===== src/rtl/mips_mem_pkg.sv =====
// rtl/mips_mem_pkg.sv - shared widths, state encoding and default timeout for the MEM stage
package mips_mem_pkg;
  localparam int DATA_W          = 8;
  localparam int ADDR_W          = 8;
  localparam int TIMEOUT_DEFAULT = 15;

  typedef enum logic [1:0] {
    IDLE = 2'b00,
    WAIT = 2'b01,
    DONE = 2'b10
  } mem_state_t;
endpackage


===== src/rtl/mem_timeout_counter.sv =====
// rtl/mem_timeout_counter.sv - saturating WAIT-cycle counter with terminal-count flag
module mem_timeout_counter #(
  parameter int CNT_W   = 4,
  parameter int TIMEOUT = 15
) (
  input  logic clk,
  input  logic rst,
  input  logic i_clear,
  input  logic i_enable,
  output logic o_terminal
);
  // TIMEOUT of zero never reaches terminal count, which disables the abort path.
  localparam logic [CNT_W-1:0] TERM = (TIMEOUT == 0) ? '0 : CNT_W'(TIMEOUT - 1);
  localparam logic [CNT_W-1:0] MAX  = '1;

  logic [CNT_W-1:0] r_count;

  always_ff @(posedge clk) begin
    if (rst || i_clear) begin
      r_count <= '0;
    end else if (i_enable && (r_count != MAX)) begin
      r_count <= r_count + 1'b1;
    end
  end

  assign o_terminal = (TIMEOUT != 0) && (r_count == TERM);
endmodule


===== src/rtl/mem_access_stage.sv =====
// rtl/mem_access_stage.sv - MEM-stage req/ack data-memory controller with pipeline stall and timeout
module mem_access_stage
  import mips_mem_pkg::*;
#(
  parameter int DATA_W  = mips_mem_pkg::DATA_W,
  parameter int ADDR_W  = mips_mem_pkg::ADDR_W,
  parameter int TIMEOUT = mips_mem_pkg::TIMEOUT_DEFAULT,
  parameter int CNT_W   = 4
) (
  input  logic              clk,
  input  logic              rst,
  input  logic              MemRead,
  input  logic              MemWrite,
  input  logic [ADDR_W-1:0] AluOut,
  input  logic [DATA_W-1:0] WriteData,
  output logic              Stall,
  output logic [DATA_W-1:0] MemoryReadData,
  output logic              mem_req,
  output logic              mem_we,
  output logic [ADDR_W-1:0] mem_addr,
  output logic [DATA_W-1:0] mem_wdata,
  input  logic [DATA_W-1:0] mem_rdata,
  input  logic              mem_ack,
  output logic              mem_err
);
  mem_state_t        r_state;
  mem_state_t        w_next;
  logic              w_access;
  logic              w_timeout;
  logic              r_req;
  logic              r_we;
  logic [ADDR_W-1:0] r_addr;
  logic [DATA_W-1:0] r_wdata;
  logic [DATA_W-1:0] r_rdata;
  logic              r_err;

  assign w_access = MemRead | MemWrite;

  mem_timeout_counter #(
    .CNT_W   (CNT_W),
    .TIMEOUT (TIMEOUT)
  ) u_timeout (
    .clk        (clk),
    .rst        (rst),
    .i_clear    (r_state == IDLE),
    .i_enable   ((r_state == WAIT) && !mem_ack),
    .o_terminal (w_timeout)
  );

  always_ff @(posedge clk) begin
    if (rst) begin
      r_state <= IDLE;
    end else begin
      r_state <= w_next;
    end
  end

  always_comb begin
    w_next = r_state;
    case (r_state)
      IDLE:    if (w_access) w_next = WAIT;
      WAIT:    if (mem_ack || w_timeout) w_next = DONE;
      DONE:    w_next = IDLE;
      default: w_next = IDLE;
    endcase
  end

  always_comb begin
    Stall = 1'b0;
    case (r_state)
      IDLE:    Stall = w_access;
      WAIT:    Stall = 1'b1;
      default: Stall = 1'b0;
    endcase
  end

  // A request with both strobes high is issued as a store, so MemoryReadData is left alone.
  always_ff @(posedge clk) begin
    if (rst) begin
      r_req   <= 1'b0;
      r_we    <= 1'b0;
      r_addr  <= '0;
      r_wdata <= '0;
      r_rdata <= '0;
      r_err   <= 1'b0;
    end else begin
      case (r_state)
        IDLE: begin
          if (w_access) begin
            r_req   <= 1'b1;
            r_we    <= MemWrite;
            r_addr  <= AluOut;
            r_wdata <= WriteData;
          end
        end
        WAIT: begin
          if (mem_ack) begin
            r_req <= 1'b0;
            if (!r_we) r_rdata <= mem_rdata;
          end else if (w_timeout) begin
            r_req <= 1'b0;
            r_err <= 1'b1;
            if (!r_we) r_rdata <= '0;
          end
        end
        default: ;
      endcase
    end
  end

  assign mem_req        = r_req;
  assign mem_we         = r_we;
  assign mem_addr       = r_addr;
  assign mem_wdata      = r_wdata;
  assign MemoryReadData = r_rdata;
  assign mem_err        = r_err;
endmodule


===== config.mk =====
export PLATFORM = sky130hd
export DESIGN_NAME = mem_access_stage
export DESIGN_NICKNAME = d
export VERILOG_FILES = /design/src/rtl/mips_mem_pkg.sv /design/src/rtl/mem_timeout_counter.sv /design/src/rtl/mem_access_stage.sv
export SDC_FILE = /design/constraint.sdc
export NUM_CORES = 1
export LEC_CHECK = 0
export ABC_AREA = 1
export BUFFER_PORTS_ARGS = -buffer_cell sky130_fd_sc_hd__buf_2
export CORE_UTILIZATION = 42
export CTS_BUF_LIST = sky130_fd_sc_hd__clkbuf_16
export DETAILED_ROUTE_END_ITERATION = 10
export PLACE_DENSITY = 0.74
export SYNTH_ARGS = -nofsm -noshare
export SYNTH_HDL_FRONTEND = slang
export SYNTH_SLANG_ARGS = --single-unit

===== constraint.sdc =====
create_clock -name clk -period 1.4 [get_ports clk]
set_clock_uncertainty 0.2 [all_clocks]
set_input_delay 0.35 -clock clk [delete_from_list [all_inputs] [get_ports clk]]
set_output_delay 0.35 -clock clk [all_outputs]
set_load 0.005 [all_outputs]

Yosys cells after proc, flatten, opt, wreduce, memory -nomap -nowiden
Index checks and enable logic that the tools add are counted.
{"block": "word_totals", "elab_cells": 43, "output_inout_bits": 28, "register_bits": 33, "inputBits": 29}
{"block": "op_classes", "n_eq_ne": 6, "bitwise": 3, "addsub": 1, "reduce_logical": 13, "muxes": 12}
{"operator": "$mux 8", "count": 4}
{"operator": "$reduce_and 3->1", "count": 3}
{"operator": "$add 4x1->4 const B", "count": 1}
{"operator": "$eq 4x4->1 const B", "count": 1}
{"operator": "$mux 2", "count": 2}
{"operator": "$ne 4x4->1 const B", "count": 1}
{"operator": "$pmux 1 s2", "count": 2}
{"operator": "$pmux 2 s2", "count": 1}
{"operator": "$reduce_and 2->1", "count": 2}
{"operator": "$reduce_bool 2->1", "count": 2}
{"operator": "$mux 1", "count": 3}
{"operator": "$ne 3x3->1 const B", "count": 1}
{"operator": "$eq 2x1->1 const B", "count": 1}
{"operator": "$logic_and 1x1->1", "count": 2}
{"operator": "$logic_not 2->1", "count": 1}
{"operator": "$logic_or 1x1->1", "count": 2}
{"operator": "$ne 2x1->1 const B", "count": 1}
{"operator": "$ne 2x2->1 const B", "count": 1}
{"operator": "$not 1->1", "count": 2}
{"operator": "$logic_not 1->1", "count": 1}
{"operator": "$or 1x1->1", "count": 1}

Depth between registers and ports, before layout
{"block": "depth", "word_depth": 4, "depth_mapped": 9, "mapped_depth_nobuf": 8}

Modules after synthesis
A second synthesis with hierarchy kept.
{"block": "hier_totals", "cells_unflattened": 200, "area_unflattened_um2": 1539.0}
{"mod": "mem_access_stage", "seq_area_each_um2": 580.6, "area_each_um2": 1296.2, "n_inst": 1, "cells_each": 169}
{"mod": "mem_timeout_counter", "seq_area_each_um2": 80.1, "area_each_um2": 242.7, "n_inst": 1, "cells_each": 31}

Worst setup path before layout
OpenSTA, ideal clock, no wires.
{"block": "synth_timing", "path_kind": "flip-flop to flip-flop", "from": "register u_timeout.r_count[0]", "to": "register r_rdata[1], in the netlist MemoryReadData[1]", "n_path_buf": 1, "required_ns": 1.086, "path_slack_ns": -0.025, "stages_incl_launch_ff": 9, "synth_period_minus_slack_ns": 1.425, "setup_ns": 0.114, "arrival_ns": 1.111, "path_cell_list": "dfxtp_1 inv_1 ha_1 nand3_2 nand2_2 nand3_4 buf_6 a21oi_1 nor2_1"}
{"block": "synth_between", "elab_chain_len": 3}
{"item": "start, declared", "line_no": "mem_timeout_counter.sv:16", "source": "logic [CNT_W-1:0] r_count;"}
{"item": "start signal, assigned", "line_no": "mem_timeout_counter.sv:22", "source": "r_count <= r_count + 1'b1;"}
{"item": "$eq 4x4->1", "line_no": "mem_timeout_counter.sv:26", "source": "assign o_terminal = (TIMEOUT != 0) && (r_count == TERM);"}
{"item": "$reduce_bool 2->1 (no source line)"}
{"item": "$reduce_and 3->1 (no source line)"}
{"item": "end signal, assigned", "line_no": "mem_access_stage.sv:99", "source": "if (!r_we) r_rdata <= mem_rdata;"}
{"item": "end, declared", "line_no": "mem_access_stage.sv:34", "source": "logic [DATA_W-1:0] r_rdata;"}
No other way between the ends.
A chain may end at the register's enable or synchronous reset.

Worst setup path in the final report
{"block": "layout_timing", "from": "register r_state[1]", "to": "output port Stall"}
{"block": "layout_between", "elab_chain_len": 2, "elab_cells_between_ends": 3, "classes_between": "eq/ne (1); mux (1); reduce/logical (1)"}
{"item": "start, declared", "line_no": "mem_access_stage.sv:26", "source": "mem_state_t r_state;"}
{"item": "start signal, assigned", "line_no": "mem_access_stage.sv:54", "source": "r_state <= w_next;"}
{"item": "$eq 2x1->1 or $logic_not 2->1 (tied branches)", "line_no": "mem_access_stage.sv:70", "source": "case (r_state)"}
{"item": "$pmux 1 s2 (*)", "line_no": "mem_access_stage.sv:70"}
{"item": "end, declared", "line_no": "mem_access_stage.sv:16", "source": "output logic Stall,"}
Every way passes the cells marked *; elsewhere a longest branch is shown, timed or not.

==> flow_summary_export.csv <==
group,metric,value,unit
sta,max_freq,0.678,GHz
sta,worst_slack,-0.0755,ns
die,core_area,0.00305,mm^2
layout,fin_nets,289,
worst_hold_path,hold_path_startpoint,"WriteData[0]",
pwr,internal_power,2.06,mW
worst_hold_path,holdCritPathClass,"in2reg",
worst_setup_path,crit_chain,"nor2_4, inv_2, nand2_2, buf_6",
worst_setup_path,path_class,"reg2out",
pwr,switching_share,24.0,%
job,cap_violations,0,
synth,synth_area,0.00135,mm^2
synth,yosys.area_share.simple,28.7,%
pwr,combPwrFrac,16.8,%
sta,max_slew.worst_pin.slew,0.217,ns
synth,ys_top_cells_by_area,"dfxtp_1 49%, nor2_1 12%, nand2_1 9.1%, o21ai_0 6.3%, a21oi_1 5.5%",
worst_setup_path,critPathMaxFanout,2,
pwr,clkPwrFrac,44.3,%
global_routing,grt_pass1_wl,5630,um
clock_network,path_clk_slew,0.05,ns
pwr,peakVddDrop,1.15,mV
sta,rsz0062_at_grt,"true",
sta,period_share,105,%
worst_setup_path,rrSetupSlack,-0.01,ns
clock_network,root_buffer,"clkbuf_16",
pwr,pwr-share-seq,38.9,%
worst_setup_path,ff2ff_path_depth,7,
pwr,powerDensity,1280,mW/mm^2
global_routing,grt_max_degree,16,
clock_network,clk_path_buf_depth,2,
worst_setup_path,crit_arrival,0.93,ns
layout,layout-drive-gt1-share,47.1,%
routing,first_iter_violations,49,
worst_hold_path,hold_depth,3,
synth,yosys.area.top_type,"dfxtp_1",
synth,syn_inst,183,
die,die_width,58.8,um
synth,synthArstFlopShare,0,%
clock_network,cts_tree,"yes",
worst_hold_path,hold_end,"mem_wdata[0]$_SDFFE_PP0P_",
sta,relSlewSlack,85.5,%
synth,synth-seq-cells,33,
worst_setup_path,cp_num_buf_inv,2,
worst_setup_path,startpoint_type,"flop",
synth,synth_top_family_by_area,"simple AND/OR/NAND/NOR gates",
synth,synth.net_count,214,
synth,synth_top_area_share,48.8,%
outcome,outcome,"finished with violations",
worst_setup_path,worstReg2RegStart,"u_timeout.r_count[0]$_SDFFE_PP0P_",
pwr,total_power,2.71,mW
pwr,p_sw,0.650,mW
die,start_util,44.3,%
synth,synth_mux_area_share,0,%
synth,yosys.area_share.adder,1.85,%
worst_setup_path,rr_endpoint,"MemoryReadData[4]$_SDFFE_PP0P_",
layout,diodes,0,
placement,dp_hpwl,2220,um
synth,yosysSeqAreaShare,48.8,%
clock_network,htree_levels,2,
routing,routed_wl,3370,um
clock_network,clk_latency,0.27,ns
sta,hold_violations,0,
routing,drc,0,
clock_network,cts_hold_buffers,0,
worst_setup_path,critical_path.slowest_cell,"dfxtp_2",
synth,ys_types,21,
clock_network,cts_made_buffers,5,
die,die_area,0.00345,mm^2
sta,setup_viol,3,
synth,yosysMostFrequentCell,"nor2_1",
routing,antenna_left,0,
synth,avgSynthCellArea,7.40,um^2
pwr,p_leak,1.04,nW
global_routing,antenna_found_initial,0,
outcome,violations,"negative setup slack",
sta,fin_crit,1.48,ns
die,die_height,58.8,um
clock_network,cts_sinks,33,
sta,slew_violations,0,
global_routing,grt_pass1_vias,1314,
routing,vias,1382,
routing,firstDrtPassIters,4,
die,rows,20,
synth,yosysWarnings,0,
synth,synth_enable_flop_cells,0,
global_routing,overflow,0,
die,ioPinCount,57,
synth,synth_compound_area_share,11.8,%
sta,whs,0.0981,ns
placement,gp_congestion,0.761,
placement,io_buffer_count,56,
global_routing,grt_use_total,21.5,%
routing,via_per_inst,4.56,
synth,ys_top_cells_by_count,"45 x nor2_1, 33 x dfxtp_1, 33 x nand2_1, 18 x inv_1, 17 x o21ai_0",
worst_setup_path,required,0.85,ns
worst_setup_path,cp-end-kind,"output port",
routing,wl_per_cell,11.1,um
synth,ys.flop_type,"dfxtp_1",
synth,synth-xor-area-share,0.647,%
layout,area_growth,56.8,%
sta,tns,-0.0864,ns
worst_setup_path,cp_top_family,"flip-flops",
worst_setup_path,cpPeakStageDelay,0.33,ns
power by group through the flow:
stage / clock, mW / sequential [mW] / combinational [mW]
2_1_floorplan: 0 / 1.08 / 0.201
6_report: 1.20 / 1.05 / 0.455
3_3_place_gp: 0 / 1.07 / 0.406
3_5_place_dp: 0 / 1.07 / 0.416
5_1_grt: 1.26 / 1.06 / 0.509
4_1_cts: 1.21 / 1.06 / 0.438
registers in the layout (all words and copies together), names as in the netlist:
register,count
MemoryReadData,8
r_state,2
mem_req,1
u_timeout.r_count,4
mem_addr,8
mem_err,1
mem_we,1
mem_wdata,8
logic make-up after synthesis:
kind of cell / after synthesis
flip-flops: 33
adder cells (fa/ha/maj): 2
buffers and inverters: 25
XOR/XNOR: 1
AND/OR/NAND/NOR: 90
AO/OA/AOI/OAI: 32
per-stage QoR:
step / instance area (um^2) / worst slack [ns] / utilization [%] / std cells
2_1_floorplan: 1410 / 0.00210 / - / 183
3_3_place_gp: 1840 / -0.0362 / 60.2 / 291
3_5_place_dp: 1840 / -0.0738 / 60.2 / 291
4_1_cts: 2050 / -0.105 / 67.0 / 301
5_1_grt: 2120 / -0.132 / 69.5 / 303
6_report: 2120 / -0.0755 / 69.5 / 303
worst reg2reg max path: cells and delay by family (launching register included):
| family | cells | cell delay [ns] |
|---|---|---|
| AND/OR/NAND/NOR | 4 | 0.42 |
| AO/OA/AOI/OAI | 1 | 0.17 |
| adder cells (fa/ha/maj) | 1 | 0.13 |
| flip-flops | 1 | 0.32 |
| buffers and inverters | 1 | 0.07 |
cell usage in the layout, fill, tap and decap left out, types with 2 or more instances in the layout:
master	n
buf_4	13
nand3_4	3
inv_2	6
nand3_2	2
inv_1	14
nand3_1	2
dfxtp_2	4
dfxtp_1	28
ha_4	2
nor2_4	2
a21oi_1	6
buf_2	55
buf_12	3
o21ai_0	16
nor2_1	44
nand2_1	24
clkbuf_16	5
nand2_2	11
buf_6	2
a21oi_2	9
routing by layer:
layer  wire length [um]  share of wire (%)  GRT usage (%)  up-vias
met2               1590                 47           35.6       49
li1                   -                  -              -      719
met5                  0                  0              0        -
met4                  7               0.21           4.08        0
met1               1540                 46           27.2      612
met3                231                6.9           7.47        2
cell type report:
class / instances / area, um^2
Clock inverter: 3 / 37.5
Sequential cell: 33 / 669
Fill cell: 260 / 930
Inverter: 19 / 71.3
Clock buffer: 5 / 125
Timing Repair Buffer: 73 / 455
Multi-Input combinational cell: 126 / 709
Tap cell: 44 / 55.1
worst max path at each step:
stage / start / cells after the start / endpoint / slack [ns]
finish: r_state[1]$_SDFFE_PP0P_ / 4 / Stall / -0.08
floorplan: u_timeout.r_count[0]$_SDFFE_PP0P_ / 8 / MemoryReadData[0]$_SDFFE_PP0P_ / 0.002
detailed placement: u_timeout.r_count[0]$_SDFFE_PP0P_ / 7 / MemoryReadData[5]$_SDFFE_PP0P_ / -0.07
CTS: r_state[0]$_SDFFE_PP0P_ / 5 / Stall / -0.10
global route: r_state[0]$_SDFFE_PP0P_ / 5 / Stall / -0.13
global placement: u_timeout.r_count[0]$_SDFFE_PP0P_ / 7 / MemoryReadData[6]$_SDFFE_PP0P_ / -0.04
repair_timing:
action | CTS | global route
cloned | 1 | 0
pin swaps | 4 | 13
gates resized for setup | 11 | 19
buffers inserted | 1 | 2
setup endpoints to repair | 9 | 24
Power figures use the tool's default switching activity.
